<file path="config.mk">
export PLATFORM = sky130hd
export DESIGN_NAME = seq_divider
export DESIGN_NICKNAME = d
export VERILOG_FILES = /design/src/rtl/seq_divider.sv
export SDC_FILE = /design/constraint.sdc
export NUM_CORES = 1
export LEC_CHECK = 0
export BUFFER_PORTS_ARGS = -buffer_cell sky130_fd_sc_hd__buf_2
export CORE_MARGIN = 5
export CORE_UTILIZATION = 56
export DETAILED_ROUTE_END_ITERATION = 12
export HOLD_SLACK_MARGIN = 0.08
export PLACE_DENSITY = 0.8
export RECOVER_POWER = 100
export SLEW_MARGIN = 25
export SYNTH_ARGS = -nofsm -noshare
export SYNTH_HDL_FRONTEND = slang
export SYNTH_SLANG_ARGS = --single-unit
</file>
<file path="constraint.sdc">
create_clock -name clk -period 4.7 [get_ports clk]
set_input_delay 0.235 -clock clk [delete_from_list [all_inputs] [get_ports clk]]
set_output_delay 0.235 -clock clk [all_outputs]
set_load 0.01 [all_outputs]
</file>
<file path="src/rtl/seq_divider.sv">
`default_nettype none
// ============================================================================
// Module      : seq_divider
// Description : Sequential restoring divider, one quotient bit per cycle,
//               MSB first. Divide-by-zero completes in one cycle with
//               all-ones results and the dbz flag set.
// Revision    : 1.0 - initial release
// ============================================================================
module seq_divider #(
  parameter int N = 8,   // dividend / quotient width
  parameter int M = 4    // divisor / remainder width, 1 <= M <= N
) (
  input  logic         clk,
  input  logic         rst,
  input  logic         start,
  input  logic [N-1:0] dividend,
  input  logic [M-1:0] divisor,
  output logic         busy,
  output logic         done,
  output logic [N-1:0] quotient,
  output logic [M-1:0] remainder,
  output logic         dbz
);

  localparam int CW = $clog2(N + 1);

  localparam logic [1:0] C_IDLE = 2'd0;
  localparam logic [1:0] C_RUN  = 2'd1;
  localparam logic [1:0] C_DONE = 2'd2;

  logic [1:0]    state_q, state_d;
  logic [CW-1:0] cnt_q,   cnt_d;
  logic [N-1:0]  dvd_q,   dvd_d;   // dividend bits still to be consumed, MSB first
  logic [M-1:0]  dvs_q,   dvs_d;
  logic [N-1:0]  quo_q,   quo_d;
  logic [M:0]    rem_q,   rem_d;   // partial remainder, one guard bit wide
  logic          dbz_q,   dbz_d;

  logic          div_zero;
  logic [M+1:0]  shift_w;          // partial remainder shifted with next dividend bit
  logic          fits_w;           // trial subtraction is non-negative
  logic [M:0]    diff_w;

  assign div_zero = (divisor == '0);

  // State register
  always_ff @(posedge clk) begin
    if (rst) state_q <= C_IDLE;
    else     state_q <= state_d;
  end

  // Next-state logic: RUN lasts exactly N cycles, DONE lasts one
  always_comb begin
    state_d = state_q;
    case (state_q)
      C_IDLE:  if (start) state_d = div_zero ? C_DONE : C_RUN;
      C_RUN:   if (cnt_q == CW'(1)) state_d = C_DONE;
      C_DONE:  state_d = C_IDLE;
      default: state_d = C_IDLE;
    endcase
  end

  // Status outputs decoded purely from the registered state
  always_comb begin
    busy = (state_q != C_IDLE);
    done = (state_q == C_DONE);
  end

  // One restoring step: the shifted remainder is compared at full width so
  // the guard bit participates; the kept difference always fits M+1 bits
  always_comb begin
    shift_w = {rem_q, dvd_q[N-1]};
    fits_w  = (shift_w >= {2'b00, dvs_q});
    diff_w  = shift_w[M:0] - {1'b0, dvs_q};
  end

  // Datapath next values: load on accepted start, iterate in RUN, hold otherwise
  always_comb begin
    cnt_d = cnt_q;
    dvd_d = dvd_q;
    dvs_d = dvs_q;
    quo_d = quo_q;
    rem_d = rem_q;
    dbz_d = dbz_q;
    case (state_q)
      C_IDLE: begin
        if (start) begin
          if (div_zero) begin
            quo_d = '1;
            rem_d = '1;
            dbz_d = 1'b1;
            cnt_d = '0;
          end else begin
            dvd_d = dividend;
            dvs_d = divisor;
            quo_d = '0;
            rem_d = '0;
            cnt_d = CW'(N);
            dbz_d = 1'b0;
          end
        end
      end
      C_RUN: begin
        dvd_d    = dvd_q << 1;
        quo_d    = quo_q << 1;
        quo_d[0] = fits_w;
        rem_d    = fits_w ? diff_w : shift_w[M:0];
        cnt_d    = cnt_q - CW'(1);
      end
      default: begin
      end
    endcase
  end

  // Datapath registers, all cleared by reset
  always_ff @(posedge clk) begin
    if (rst) begin
      cnt_q <= '0;
      dvd_q <= '0;
      dvs_q <= '0;
      quo_q <= '0;
      rem_q <= '0;
      dbz_q <= 1'b0;
    end else begin
      cnt_q <= cnt_d;
      dvd_q <= dvd_d;
      dvs_q <= dvs_d;
      quo_q <= quo_d;
      rem_q <= rem_d;
      dbz_q <= dbz_d;
    end
  end

  assign quotient  = quo_q;
  assign remainder = rem_q[M-1:0];
  assign dbz       = dbz_q;

endmodule
`default_nettype wire

</file>
==> metrics.txt <==
# TYPE chip_impl_metric gauge
chip_impl_info{name="layout.cells.most_common_list",value="dfxtp_1 (32), nand2_1 (24), nor2_1 (20)"} 1
chip_impl_metric{name="final_design_area_no_fill",unit="um2"} 1830
chip_impl_metric{name="cts-hold-fix-buffers",unit=""} 0
chip_impl_metric{name="worst-path-max-fanout",unit=""} 18
chip_impl_info{name="tritoncts_clock_tree",value="built"} 1
chip_impl_metric{name="timing.clock.skew",unit="ns"} 0.00462
chip_impl_info{name="combinational_family_with_the_most_area_after_synthesis",value="compound AO/OA/AOI/OAI gates"} 1
chip_impl_metric{name="power.ir.vdd_worst",unit="mV"} 0.174
chip_impl_metric{name="yosys_register_bits",unit=""} 32
chip_impl_metric{name="grt_antenna_before_repair",unit=""} 0
chip_impl_info{name="launching_element_type_of_the_critical_path",value="register"} 1
chip_impl_metric{name="pin_count_of_the_biggest_net_entering_global_routing",unit=""} 42
chip_impl_metric{name="insertion_delay",unit="ns"} 0.34
chip_impl_metric{name="start_util",unit="%"} 56.9
chip_impl_metric{name="grt_use_total",unit="%"} 18.8
chip_impl_info{name="ys_dominant_reg_cell",value="dfxtp_1"} 1
chip_impl_metric{name="power-per-cell-area",unit="nW/um2"} 382
chip_impl_info{name="critical-path-slowest-cell",value="a21oi_1"} 1
chip_impl_metric{name="cts_sinks",unit=""} 32
chip_impl_info{name="grt_setup_unrepaired",value="no"} 1
chip_impl_metric{name="share_of_synthesized_registers_carrying_an_async_set_or_reset",unit="%"} 0
chip_impl_info{name="endpoint_kind",value="register"} 1
chip_impl_metric{name="fin_hold_viols",unit=""} 0
chip_impl_metric{name="router_iterations_before_antenna_repair",unit=""} 4
chip_impl_metric{name="p_total",unit="uW"} 699
chip_impl_metric{name="critical_path.max_stage_delay",unit="ns"} 1.08
chip_impl_metric{name="die_area",unit="um2"} 4230
chip_impl_metric{name="synth_warnings",unit=""} 0
chip_impl_metric{name="die_y",unit="um"} 65.0
chip_impl_metric{name="viasPerCell",unit=""} 5.87
chip_impl_metric{name="post_synth_xor_area_fraction",unit="%"} 1.55
chip_impl_metric{name="die_x",unit="um"} 65.0
chip_impl_metric{name="final_layout_size_suffix_gt1_share",unit="%"} 13.6
chip_impl_metric{name="yosysSeqAreaShare",unit="%"} 37.8
chip_impl_metric{name="drc_errors",unit=""} 0
chip_impl_metric{name="setup_tns",unit="ns"} 0
chip_impl_metric{name="grt_pass1_wl",unit="um"} 6190
chip_impl_metric{name="drt_iter0_drc",unit=""} 112
chip_impl_metric{name="postRouteWirelength",unit="um"} 3770
chip_impl_metric{name="synth.cell_area",unit="um2"} 1700
chip_impl_metric{name="slew_headroom",unit="%"} 19.1
chip_impl_metric{name="number_of_instances_in_the_synthesized_netlist",unit=""} 190
chip_impl_metric{name="yosys.area_share.simple",unit="%"} 22.9
chip_impl_metric{name="report.final.setup_viol",unit=""} 0
chip_impl_info{name="layout_commonest_cell",value="dfxtp_1"} 1
chip_impl_metric{name="grt_overflow_total",unit=""} 0
chip_impl_metric{name="critical_path_arrival",unit="ns"} 2.81
chip_impl_metric{name="synth.avg_cell_area",unit="um2"} 8.92
chip_impl_info{name="result_of_the_run",value="finished, final reports clean"} 1
chip_impl_metric{name="final_core_util",unit="%"} 61.4
chip_impl_metric{name="synthToLayoutAreaGrowth",unit="%"} 7.82
chip_impl_metric{name="max_freq",unit="GHz"} 0.389
chip_impl_metric{name="synth.distinct_cells",unit=""} 39
chip_impl_metric{name="max_cap_viol_count",unit=""} 0
chip_impl_metric{name="final_min_period_over_clock_period",unit="%"} 54.7
chip_impl_metric{name="row_count",unit=""} 20
chip_impl_metric{name="post-dp-hpwl",unit="um"} 2590
chip_impl_metric{name="path_clk_slew",unit="ns"} 0.10
chip_impl_info{name="cts-root-buf",value="clkbuf_4"} 1
chip_impl_metric{name="route.vias.total",unit=""} 1449
chip_impl_metric{name="synth_enable_flop_cells",unit=""} 0
chip_impl_info{name="timing.hold.worst.class",value="in2reg"} 1
chip_impl_metric{name="placeableCoreArea",unit="um2"} 2980
chip_impl_metric{name="routedWlPerCell",unit="um"} 15.3
chip_impl_metric{name="cts.repair_timing.setup_buffer_count",unit=""} 0
chip_impl_metric{name="post_dp_cell_area",unit="um2"} 1800
chip_impl_metric{name="top_level_ports",unit=""} 30
chip_impl_metric{name="mappedNetlistNets",unit=""} 212
chip_impl_metric{name="hold_slack",unit="ns"} 0.147
chip_impl_metric{name="clock_path_buffers",unit=""} 2
chip_impl_metric{name="cts_resized",unit=""} 0
chip_impl_metric{name="worst-slew-pin-transition",unit="ns"} 1.21
chip_impl_metric{name="synth.mux.area_fraction",unit="%"} 0.590
chip_impl_metric{name="synth_adder_area_share",unit="%"} 5.61
chip_impl_metric{name="antenna_left",unit=""} 0
chip_impl_metric{name="cts-htree-levels",unit=""} 2
chip_impl_metric{name="grt_pass1_vias",unit=""} 1383
chip_impl_metric{name="place.port_buffers",unit=""} 29
chip_impl_metric{name="report.final.slew_viol_count",unit=""} 0
chip_impl_metric{name="critical_path_required_time",unit="ns"} 4.94
chip_impl_info{name="timing.setup.critical_path_class",value="reg2reg"} 1
chip_impl_info{name="critical_path.cell_chain",value="o21bai_1 > a21oi_1 > nor2_1 > a311oi_1"} 1
chip_impl_metric{name="finalCriticalPeriod",unit="ns"} 2.57
chip_impl_metric{name="power_leakage",unit="uW"} 0.000679
chip_impl_metric{name="globalplace.congestion",unit=""} 0.801
chip_impl_metric{name="cts_buffers",unit=""} 5
chip_impl_metric{name="design.final.nets",unit=""} 235
chip_impl_metric{name="antenna-diode-count",unit=""} 0
chip_impl_metric{name="synth_compound_area_share",unit="%"} 24.8
-- final timing paths --
path	from	end	slack, ns	cells after the start
worst max-delay path	state_q[0]	dvd_q[5]	2.13	4
worst min-delay path	dividend[0]	dvd_q[0]	0.15	3
worst max register to register	state_q[0]	dvd_q[5]	2.13	4
worst min register to register	dvd_q[0]	dvd_q[0]	0.49	2
-- synth_stat cells, drive strengths merged (5+ instances only) --
cell type	instances	area share, %
a22oi	13	5.8
nor2	20	4.4
nand3b	7	3.1
buf	11	4.4
ha	6	4.4
or3	5	1.8
o21ai	5	1.5
inv	8	1.8
a21oi	17	5.7
a311oi	7	6.2
nor2b	5	1.8
nand2	24	5.5
dfxtp	32	38
-- flip-flops by register name, summed over array words and instances (netlist names) --
name and flops:
state_q 2, quotient 8, rem_q 5, dvd_q 8, cnt_q 4, dbz 1, dvs_q 4
-- routing by layer --
metal | share of wire [%] | vias to the layer above | GRT usage, %
met4 | 1.6 | 0 | 8.81
met3 | 5.7 | 7 | 4.68
met1 | 44 | 682 | 21.6
li1 | - | 721 | -
met5 | 0 | - | 0
met2 | 49 | 39 | 32.4
-- logic make-up after synthesis --
kind of cell / after synthesis
AO/OA/AOI/OAI: 52
flip-flops: 32
adder cells (fa/ha/maj): 7
multiplexers: 1
XOR/XNOR: 3
buffers and inverters: 22
AND/OR/NAND/NOR: 73
-- where the power goes --
part           switching, uW  total [uW]  internal [uW]
Clock                   97.5         239            141
Sequential              18.5         311            293
Combinational           94.0         149           55.5
-- critical path, delay by kind of cell, from the launching register on --
kind            cells  cell delay, ns
flops               1            0.52
compound gates      3            1.85
simple gates        1            0.09
-- stage by stage --
stage / worst slack [ns] / std cells
6_report: 2.13 / 247
3_3_place_gp: 2.85 / 239
5_1_grt: 1.76 / 247
4_1_cts: 2.75 / 247
2_1_floorplan: 2.92 / 190
3_5_place_dp: 2.77 / 239
-- area by class of cell --
type | count | area (um2)
clock buffers | 7 | 65.1
flip-flops and latches | 32 | 641
clock inverters | 1 | 30.0
well taps | 33 | 41.3
repair buffers | 30 | 130
fillers | 284 | 1150
inverters | 8 | 30.0
multi-input cells | 136 | 891
(Power assumes the default switching activity.)
